## config.mk

```make
export PLATFORM = sky130hd
export DESIGN_NAME = td4_prog_mem_flat
export DESIGN_NICKNAME = d
export VERILOG_FILES = /design/src/rtl/td4_pkg.sv /design/src/rtl/td4_prog_mem_if.sv /design/src/rtl/td4_prog_mem_sync_rise.sv /design/src/rtl/td4_prog_mem.sv /design/src/flat_wrapper.sv
export SDC_FILE = /design/constraint.sdc
export NUM_CORES = 1
export LEC_CHECK = 0
export BUFFER_PORTS_ARGS = -buffer_cell sky130_fd_sc_hd__buf_4
export CORE_MARGIN = 10
export CORE_UTILIZATION = 40
export DETAILED_ROUTE_END_ITERATION = 7
export GPL_TIMING_DRIVEN = 1
export PLACE_DENSITY = 0.68
export SETUP_SLACK_MARGIN = 0.4
export SYNTH_ARGS = -nofsm -noshare
export SYNTH_HDL_FRONTEND = slang
export SYNTH_SLANG_ARGS = --single-unit
```

## constraint.sdc

```tcl
create_clock -name clk -period 4.6 [get_ports clk]
set_clock_uncertainty 0.2 [all_clocks]
set_input_delay 0.23 -clock clk [delete_from_list [all_inputs] [get_ports clk]]
set_output_delay 0.23 -clock clk [all_outputs]
set_load 0.03 [all_outputs]
```

## src/rtl/td4_pkg.sv

```systemverilog
// Shared definitions for the TD4 program memory / instruction-fetch block.
//   state_e      : two-state controller (RUN fetches, LOAD fills memory)
//   PROG_DEPTH   : number of program words, tied to the 4-bit program counter
//   NOP_WORD     : word presented to the CPU while loading and after reset
//   instr_t      : one program word, immediate in the upper nibble, opcode below
package td4_pkg;

    typedef enum logic {
        ST_RUN  = 1'b0,
        ST_LOAD = 1'b1
    } state_e;

    localparam int         PROG_DEPTH = 16;
    localparam logic [7:0] NOP_WORD   = 8'h00;

    typedef struct packed {
        logic [3:0] imm;
        logic [3:0] op;
    } instr_t;

endpackage : td4_pkg

```

## src/rtl/td4_prog_mem_if.sv

```systemverilog
// Bus between the TD4 program memory and whatever drives it (load pins + CPU).
//   load_en, wr_strobe : asynchronous pin inputs controlling LOAD mode
//   wr_data            : byte to write, [3:0] opcode, [7:4] immediate
//   pc                 : CPU program counter
//   opcode, immediate  : instruction fields returned to the CPU
//   cpu_hold           : CPU must stall while high
//   load_addr          : next address LOAD will write
//   loaded             : all words written during the current LOAD session
// modport slave  : the program memory
// modport master : the driving side (pins / CPU / testbench)
interface td4_prog_mem_if;

    logic       load_en;
    logic       wr_strobe;
    logic [7:0] wr_data;
    logic [3:0] pc;
    logic [3:0] opcode;
    logic [3:0] immediate;
    logic       cpu_hold;
    logic [3:0] load_addr;
    logic       loaded;

    modport master (
        output load_en, wr_strobe, wr_data, pc,
        input  opcode, immediate, cpu_hold, load_addr, loaded
    );

    modport slave (
        input  load_en, wr_strobe, wr_data, pc,
        output opcode, immediate, cpu_hold, load_addr, loaded
    );

endinterface : td4_prog_mem_if

```

## src/rtl/td4_prog_mem_sync_rise.sv

```systemverilog
// Two-flop synchronizer for an asynchronous pin followed by a rising-edge
// detector.
//   clk, rst_n : clock, asynchronous active-low reset (all flops clear to 0)
//   d          : asynchronous input
//   level      : synchronized level (two cycles behind the pin)
//   rise       : one-cycle pulse when level goes 0 -> 1
module sync_rise (
    input  logic clk,
    input  logic rst_n,
    input  logic d,
    output logic level,
    output logic rise
);

    logic sync1_d, sync1_q;
    logic sync2_d, sync2_q;
    logic prev_d,  prev_q;

    // The edge history follows the synchronized level on every cycle, so a
    // level that was already high when a consumer starts listening never
    // produces a pulse.
    always_comb begin
        sync1_d = d;
        sync2_d = sync1_q;
        prev_d  = sync2_q;
    end

    // NOTE: clocked state uses non-blocking assignments so every flop samples
    // the pre-edge values; blocking here would collapse the synchronizer chain.
    always_ff @(posedge clk or negedge rst_n) begin
        if (!rst_n) begin
            sync1_q <= 1'b0;
            sync2_q <= 1'b0;
            prev_q  <= 1'b0;
        end else begin
            sync1_q <= sync1_d;
            sync2_q <= sync2_d;
            prev_q  <= prev_d;
        end
    end

    assign level = sync2_q;
    assign rise  = sync2_q & ~prev_q;

endmodule : sync_rise

```

## src/rtl/td4_prog_mem.sv

```systemverilog
// Writable 16x8 program memory and instruction-fetch stage for the TD4 CPU.
//   clk, rst_n : clock, asynchronous active-low reset
//   bus        : td4_prog_mem_if.slave
//       RUN  : opcode/immediate read combinationally from mem[pc]
//       LOAD : outputs forced to NOP_WORD, cpu_hold high, each synchronized
//              rising edge of wr_strobe writes wr_data at load_addr
// Reset clears every word to NOP_WORD and returns to RUN.
module td4_prog_mem
    import td4_pkg::*;
#(
    parameter int         DEPTH    = PROG_DEPTH,
    parameter logic [7:0] NOP_WORD = td4_pkg::NOP_WORD
) (
    input  logic             clk,
    input  logic             rst_n,
    td4_prog_mem_if.slave    bus
);

    logic load_lvl;
    logic load_en_rise_unused;
    logic strobe_lvl_unused;
    logic strobe_rise;

    sync_rise u_sync_load (
        .clk   (clk),
        .rst_n (rst_n),
        .d     (bus.load_en),
        .level (load_lvl),
        .rise  (load_en_rise_unused)
    );

    sync_rise u_sync_strobe (
        .clk   (clk),
        .rst_n (rst_n),
        .d     (bus.wr_strobe),
        .level (strobe_lvl_unused),
        .rise  (strobe_rise)
    );

    state_e     state_d,     state_q;
    logic [3:0] load_addr_d, load_addr_q;
    logic [4:0] wr_cnt_d,    wr_cnt_q;
    instr_t     mem_d [DEPTH];
    instr_t     mem_q [DEPTH];

    // NOTE: every signal written here gets a default first, so no path
    // leaves it unassigned and no latch is inferred.
    always_comb begin
        state_d     = state_q;
        load_addr_d = load_addr_q;
        wr_cnt_d    = wr_cnt_q;
        mem_d       = mem_q;

        unique case (state_q)
            ST_RUN: begin
                // Strobe edges are ignored here; entry starts a fresh session.
                if (load_lvl) begin
                    state_d     = ST_LOAD;
                    load_addr_d = 4'd0;
                    wr_cnt_d    = 5'd0;
                end
            end
            ST_LOAD: begin
                // Leaving takes priority over a strobe edge in the same cycle.
                if (!load_lvl) begin
                    state_d = ST_RUN;
                end else if (strobe_rise) begin
                    mem_d[load_addr_q] = instr_t'(bus.wr_data);
                    load_addr_d        = load_addr_q + 4'd1;
                    if (wr_cnt_q != 5'(DEPTH)) begin
                        wr_cnt_d = wr_cnt_q + 5'd1;
                    end
                end
            end
            default: state_d = ST_RUN;
        endcase
    end

    // NOTE: the program array is a flop array and is cleared on reset, because
    // the CPU must fetch NOPs (not garbage) straight out of reset and a reset
    // mid-load must discard a partial program.
    always_ff @(posedge clk or negedge rst_n) begin
        if (!rst_n) begin
            state_q     <= ST_RUN;
            load_addr_q <= 4'd0;
            wr_cnt_q    <= 5'd0;
            for (int i = 0; i < DEPTH; i++) begin
                mem_q[i] <= instr_t'(NOP_WORD);
            end
        end else begin
            state_q     <= state_d;
            load_addr_q <= load_addr_d;
            wr_cnt_q    <= wr_cnt_d;
            mem_q       <= mem_d;
        end
    end

    instr_t rd_word;

    always_comb begin
        rd_word = mem_q[bus.pc];
        if (state_q == ST_LOAD) begin
            rd_word = instr_t'(NOP_WORD);
        end
    end

    assign bus.opcode    = rd_word.op;
    assign bus.immediate = rd_word.imm;
    assign bus.cpu_hold  = (state_q == ST_LOAD);
    assign bus.load_addr = load_addr_q;
    // The counter saturates at the depth, so loaded stays set through wraps.
    assign bus.loaded    = (wr_cnt_q == 5'(DEPTH));

endmodule : td4_prog_mem

```

## src/flat_wrapper.sv

```systemverilog
// flat-port wrapper written by rule: the top's interface ports become plain ports
module td4_prog_mem_flat import td4_pkg::*;
#(
    parameter int         DEPTH    = PROG_DEPTH,
    parameter logic [7:0] NOP_WORD = td4_pkg::NOP_WORD
)
  (clk, rst_n, bus_load_en, bus_wr_strobe, bus_wr_data, bus_pc, bus_opcode, bus_immediate, bus_cpu_hold, bus_load_addr, bus_loaded);
  td4_prog_mem_if bus_i ();
  input  logic clk;
  input  logic rst_n;
  input wire logic [$bits(bus_i.load_en)-1:0] bus_load_en;
  input wire logic [$bits(bus_i.wr_strobe)-1:0] bus_wr_strobe;
  input wire logic [$bits(bus_i.wr_data)-1:0] bus_wr_data;
  input wire logic [$bits(bus_i.pc)-1:0] bus_pc;
  output wire logic [$bits(bus_i.opcode)-1:0] bus_opcode;
  output wire logic [$bits(bus_i.immediate)-1:0] bus_immediate;
  output wire logic [$bits(bus_i.cpu_hold)-1:0] bus_cpu_hold;
  output wire logic [$bits(bus_i.load_addr)-1:0] bus_load_addr;
  output wire logic [$bits(bus_i.loaded)-1:0] bus_loaded;
  assign bus_i.load_en = bus_load_en;
  assign bus_i.wr_strobe = bus_wr_strobe;
  assign bus_i.wr_data = bus_wr_data;
  assign bus_i.pc = bus_pc;
  assign bus_opcode = bus_i.opcode;
  assign bus_immediate = bus_i.immediate;
  assign bus_cpu_hold = bus_i.cpu_hold;
  assign bus_load_addr = bus_i.load_addr;
  assign bus_loaded = bus_i.loaded;
  td4_prog_mem #(.DEPTH(DEPTH), .NOP_WORD(NOP_WORD)) u_core (.clk(clk), .rst_n(rst_n), .bus(bus_i));
endmodule
```

==> impl_metrics.prom <==
# TYPE chip_impl_metric gauge
chip_impl_metric{name="cts_inserted_buffers",unit=""} 17
chip_impl_metric{name="final_design_area_no_fill",unit="um2"} 7920
chip_impl_metric{name="gp_congestion",unit=""} 0.780
chip_impl_metric{name="cts.sink_count",unit=""} 143
chip_impl_metric{name="final_nets",unit=""} 544
chip_impl_metric{name="cts.clk_slew.worst_paths",unit="ps"} 60
chip_impl_metric{name="fp.dieArea",unit="um2"} 22600
chip_impl_metric{name="clock_tree_buffer_depth",unit=""} 2
chip_impl_metric{name="worst_slew_pin_slew",unit="ps"} 1060
chip_impl_metric{name="antenna_found_initial",unit=""} 0
chip_impl_info{name="synth_ff_type",value="dfrtp_1"} 1
chip_impl_metric{name="power_density",unit="nW/um2"} 407
chip_impl_info{name="yosysTopAreaCell",value="dfrtp_1"} 1
chip_impl_metric{name="route.antenna.remaining_nets",unit=""} 0
chip_impl_metric{name="drive_gt1_share",unit="%"} 40.3
chip_impl_info{name="critical_path.cell_chain",value="nor2_1 -> nand3_1 -> o21ai_0 -> buf_4"} 1
chip_impl_metric{name="boundaryPins",unit=""} 30
chip_impl_metric{name="vias_in_the_first_global_route",unit=""} 4309
chip_impl_metric{name="synth-edff-count",unit=""} 0
chip_impl_metric{name="report.final.slew_viol_count",unit=""} 0
chip_impl_metric{name="wire_per_inst",unit="um"} 21.3
chip_impl_metric{name="diodes",unit=""} 0
chip_impl_metric{name="grt_first_pass_wirelength",unit="mm"} 25.3
chip_impl_metric{name="max_ir_drop_vdd",unit="uV"} 266
chip_impl_metric{name="fp-row-count",unit=""} 47
chip_impl_metric{name="crit_required",unit="ps"} 4170
chip_impl_metric{name="timing.setup.tns",unit="ps"} 0
chip_impl_metric{name="synth.net_count",unit=""} 510
chip_impl_metric{name="final_util",unit="%"} 47.6
chip_impl_metric{name="floorplan.initialDensity",unit="%"} 40.9
chip_impl_metric{name="timing.critical_path.slowest_cell_delay",unit="ps"} 840
chip_impl_metric{name="insertion_delay",unit="ps"} 420
chip_impl_metric{name="drt_first_iter_violations",unit=""} 289
chip_impl_metric{name="finalPower",unit="uW"} 3220
chip_impl_metric{name="io_buffers",unit=""} 29
chip_impl_metric{name="routed_wl",unit="mm"} 16.1
chip_impl_metric{name="layout_min_cycle_time",unit="ps"} 2780
chip_impl_metric{name="placement.cell_area",unit="um2"} 7150
chip_impl_info{name="critical_path.reg2reg.startpoint",value="u_core.bus.load_addr[3]"} 1
chip_impl_metric{name="die_x",unit="um"} 150
chip_impl_info{name="endpoint",value="bus_opcode[0]"} 1
chip_impl_metric{name="fmax",unit="MHz"} 360
chip_impl_metric{name="post-route-drc-count",unit=""} 0
chip_impl_metric{name="route.vias.total",unit=""} 4105
chip_impl_metric{name="pin_count_of_the_biggest_net_entering_global_routing",unit=""} 110
chip_impl_metric{name="avgSynthCellArea",unit="um2"} 14.0
chip_impl_metric{name="crit_fanout",unit=""} 8
chip_impl_info{name="min-delay-path-class",value="reg2reg"} 1
chip_impl_info{name="leading_cell_types_by_total_area_after_synthesis",value="dfrtp_1, mux2_2, mux2i_1, a22oi_1, mux4_2"} 1
chip_impl_metric{name="dpl_worst_slack",unit="ps"} 1990
chip_impl_info{name="startpoint",value="u_core.bus.cpu_hold"} 1
chip_impl_metric{name="synthToLayoutAreaGrowth",unit="%"} 16.3
chip_impl_metric{name="grt_resource_usage_total",unit="%"} 15.0
chip_impl_info{name="timing_worst_setup_path_type",value="reg2out"} 1
chip_impl_metric{name="proportion_of_register_bits_with_asynchronous_set_or_reset_after_synthesis",unit="%"} 100
chip_impl_info{name="worst_path_max_delay_cell",value="nor2_1"} 1
chip_impl_info{name="tritoncts",value="built"} 1
chip_impl_metric{name="leakagePower",unit="uW"} 0.00354
chip_impl_metric{name="synth_sequential_area_ratio",unit="%"} 52.6
chip_impl_info{name="clk_root_buffer_cell",value="clkbuf_16"} 1
chip_impl_metric{name="worstRegToRegCells",unit=""} 3
chip_impl_metric{name="coreArea",unit="um2"} 16600
chip_impl_metric{name="arrival",unit="ps"} 2350
chip_impl_metric{name="worst_slack",unit="ps"} 1820
chip_impl_info{name="r2r-end",value="u_core.mem_q[50]"} 1
chip_impl_metric{name="post_cts.repair.setup_buffers",unit=""} 0
chip_impl_metric{name="timing.final.hold_violations",unit=""} 0
chip_impl_metric{name="setup_viol",unit=""} 0
chip_impl_metric{name="die_h",unit="um"} 150
chip_impl_metric{name="detailed_place_hpwl",unit="mm"} 9.97
chip_impl_metric{name="yosysWarningCount",unit=""} 0
chip_impl_metric{name="relative_max_transition_margin",unit="%"} 28.9
chip_impl_metric{name="netlist.area_leader.share",unit="%"} 52.6
chip_impl_metric{name="synth_seq_cells",unit=""} 143
chip_impl_metric{name="maxCapViolCount",unit=""} 0
chip_impl_metric{name="syn_area",unit="um2"} 6810
chip_impl_metric{name="ff2ff_setup_slack",unit="ps"} 2280
chip_impl_info{name="grt_setup_unrepaired",value="no"} 1
chip_impl_info{name="timing.critical_path.to_type",value="output pin"} 1
chip_impl_info{name="outcome",value="completed"} 1
chip_impl_metric{name="fin_crit_sh",unit="%"} 60.4
chip_impl_metric{name="via_per_inst",unit=""} 5.44
chip_impl_metric{name="synth_cell_types",unit=""} 39
chip_impl_metric{name="drtPass1Iterations",unit=""} 4
chip_impl_metric{name="postSynthCellCount",unit=""} 488
chip_impl_info{name="cp-start-kind",value="flop"} 1
chip_impl_metric{name="clock_tree.htree_level_count",unit=""} 4
chip_impl_metric{name="gr-total-overflow",unit=""} 0
-- layout make-up --
class                      count  area [um2]
fill                        1465        8720
clock buffer                  22         474
inverter                       7        26.3
multi-input combinational    309        3020
clock inverter                 9         181
timing repair buffer          44         362
tap                          220         275
sequential                   143        3580
-- timing repair --
action	CTS	global route
resized for setup	0	0
endpoints found under the hold margin	237	0
hold buffers	11	0
-- power by group --
group / switching (uW) / leakage [uW] / total, uW / internal (uW)
combinational: 160 / 0.00154 / 309 / 148
sequential: 48.3 / 0.00169 / 1400 / 1350
clock: 514 / 0.000320 / 1520 / 1000
total: 723 / 0.00354 / 3220 / 2500
-- synth_stat cells (all sizes together), types with 5 or more instances --
cell    number
and2         5
mux2       129
clkbuf      12
a22oi       24
inv          7
dfrtp      143
o21ai       11
nand3       11
buf         17
mux2i       52
ha           6
nor2b        8
nand2       27
mux4         6
-- sequential cells by signal (all words and copies together) (netlist names) --
register	flops
u_core.bus.cpu_hold	1
u_core.bus.load_addr	4
u_core.mem_q	128
u_core.u_sync_load.level	1
u_core.u_sync_load.sync1_q	1
u_core.u_sync_strobe.level	1
u_core.u_sync_strobe.prev_q	1
u_core.u_sync_strobe.sync1_q	1
u_core.wr_cnt_q	5
-- per-layer routing --
layer	part of all wire, %	routed length (um)	GRT usage [%]
met1	43	6940	18.2
met2	50	8110	25.1
met3	4.2	678	3.54
met4	2.2	347	6.03
met5	0	0	0
-- per-stage QoR --
stage          hold slack, ps  instances
2_1_floorplan            -266        488
3_3_place_gp              133        712
3_5_place_dp              137        712
4_1_cts                   151        754
5_1_grt                   160        754
6_report                  148        754
-- worst min-delay path by stage --
stage / depth (start not counted) / start / slack [ps] / to
finish: 0 / u_core.u_sync_load.sync1_q / 150 / u_core.u_sync_load.level
global route: 0 / u_core.u_sync_load.sync1_q / 160 / u_core.u_sync_load.level
CTS: 0 / u_core.u_sync_load.sync1_q / 150 / u_core.u_sync_load.level
detailed placement: 0 / u_core.u_sync_load.sync1_q / 140 / u_core.u_sync_load.level
global placement: 0 / u_core.u_sync_load.sync1_q / 130 / u_core.u_sync_load.level
floorplan: 0 / rst_n / -270 / u_core.bus.cpu_hold
-- worst max-delay path, delay by kind of cell (launching register included) --
family / cells / cell delay [ps]
simple gates: 2 / 1020
flops: 1 / 450
buf+inv: 1 / 230
compound gates: 1 / 210
-- placed cells by master (no fill, tap or decap), drive strengths merged, types with 8 or more instances in the layout --
cell and n:
a22oi 24, nand3 11, nor2b 8, dfrtp 143, dlygate4sd3 11, o21ai 11, nand2 27, mux2 129
mux2i 52, buf 33, clkbuf 22
-- logic make-up after synthesis --
kind of cell | Yosys count | synth area share [%]
compound gates | 51 | 5.11
buf+inv | 36 | 3.05
fa+ha+maj | 6 | 1.10
flops | 143 | 52.6
mux | 187 | 31.1
simple gates | 65 | 7.09
(Power assumes the default switching activity.)
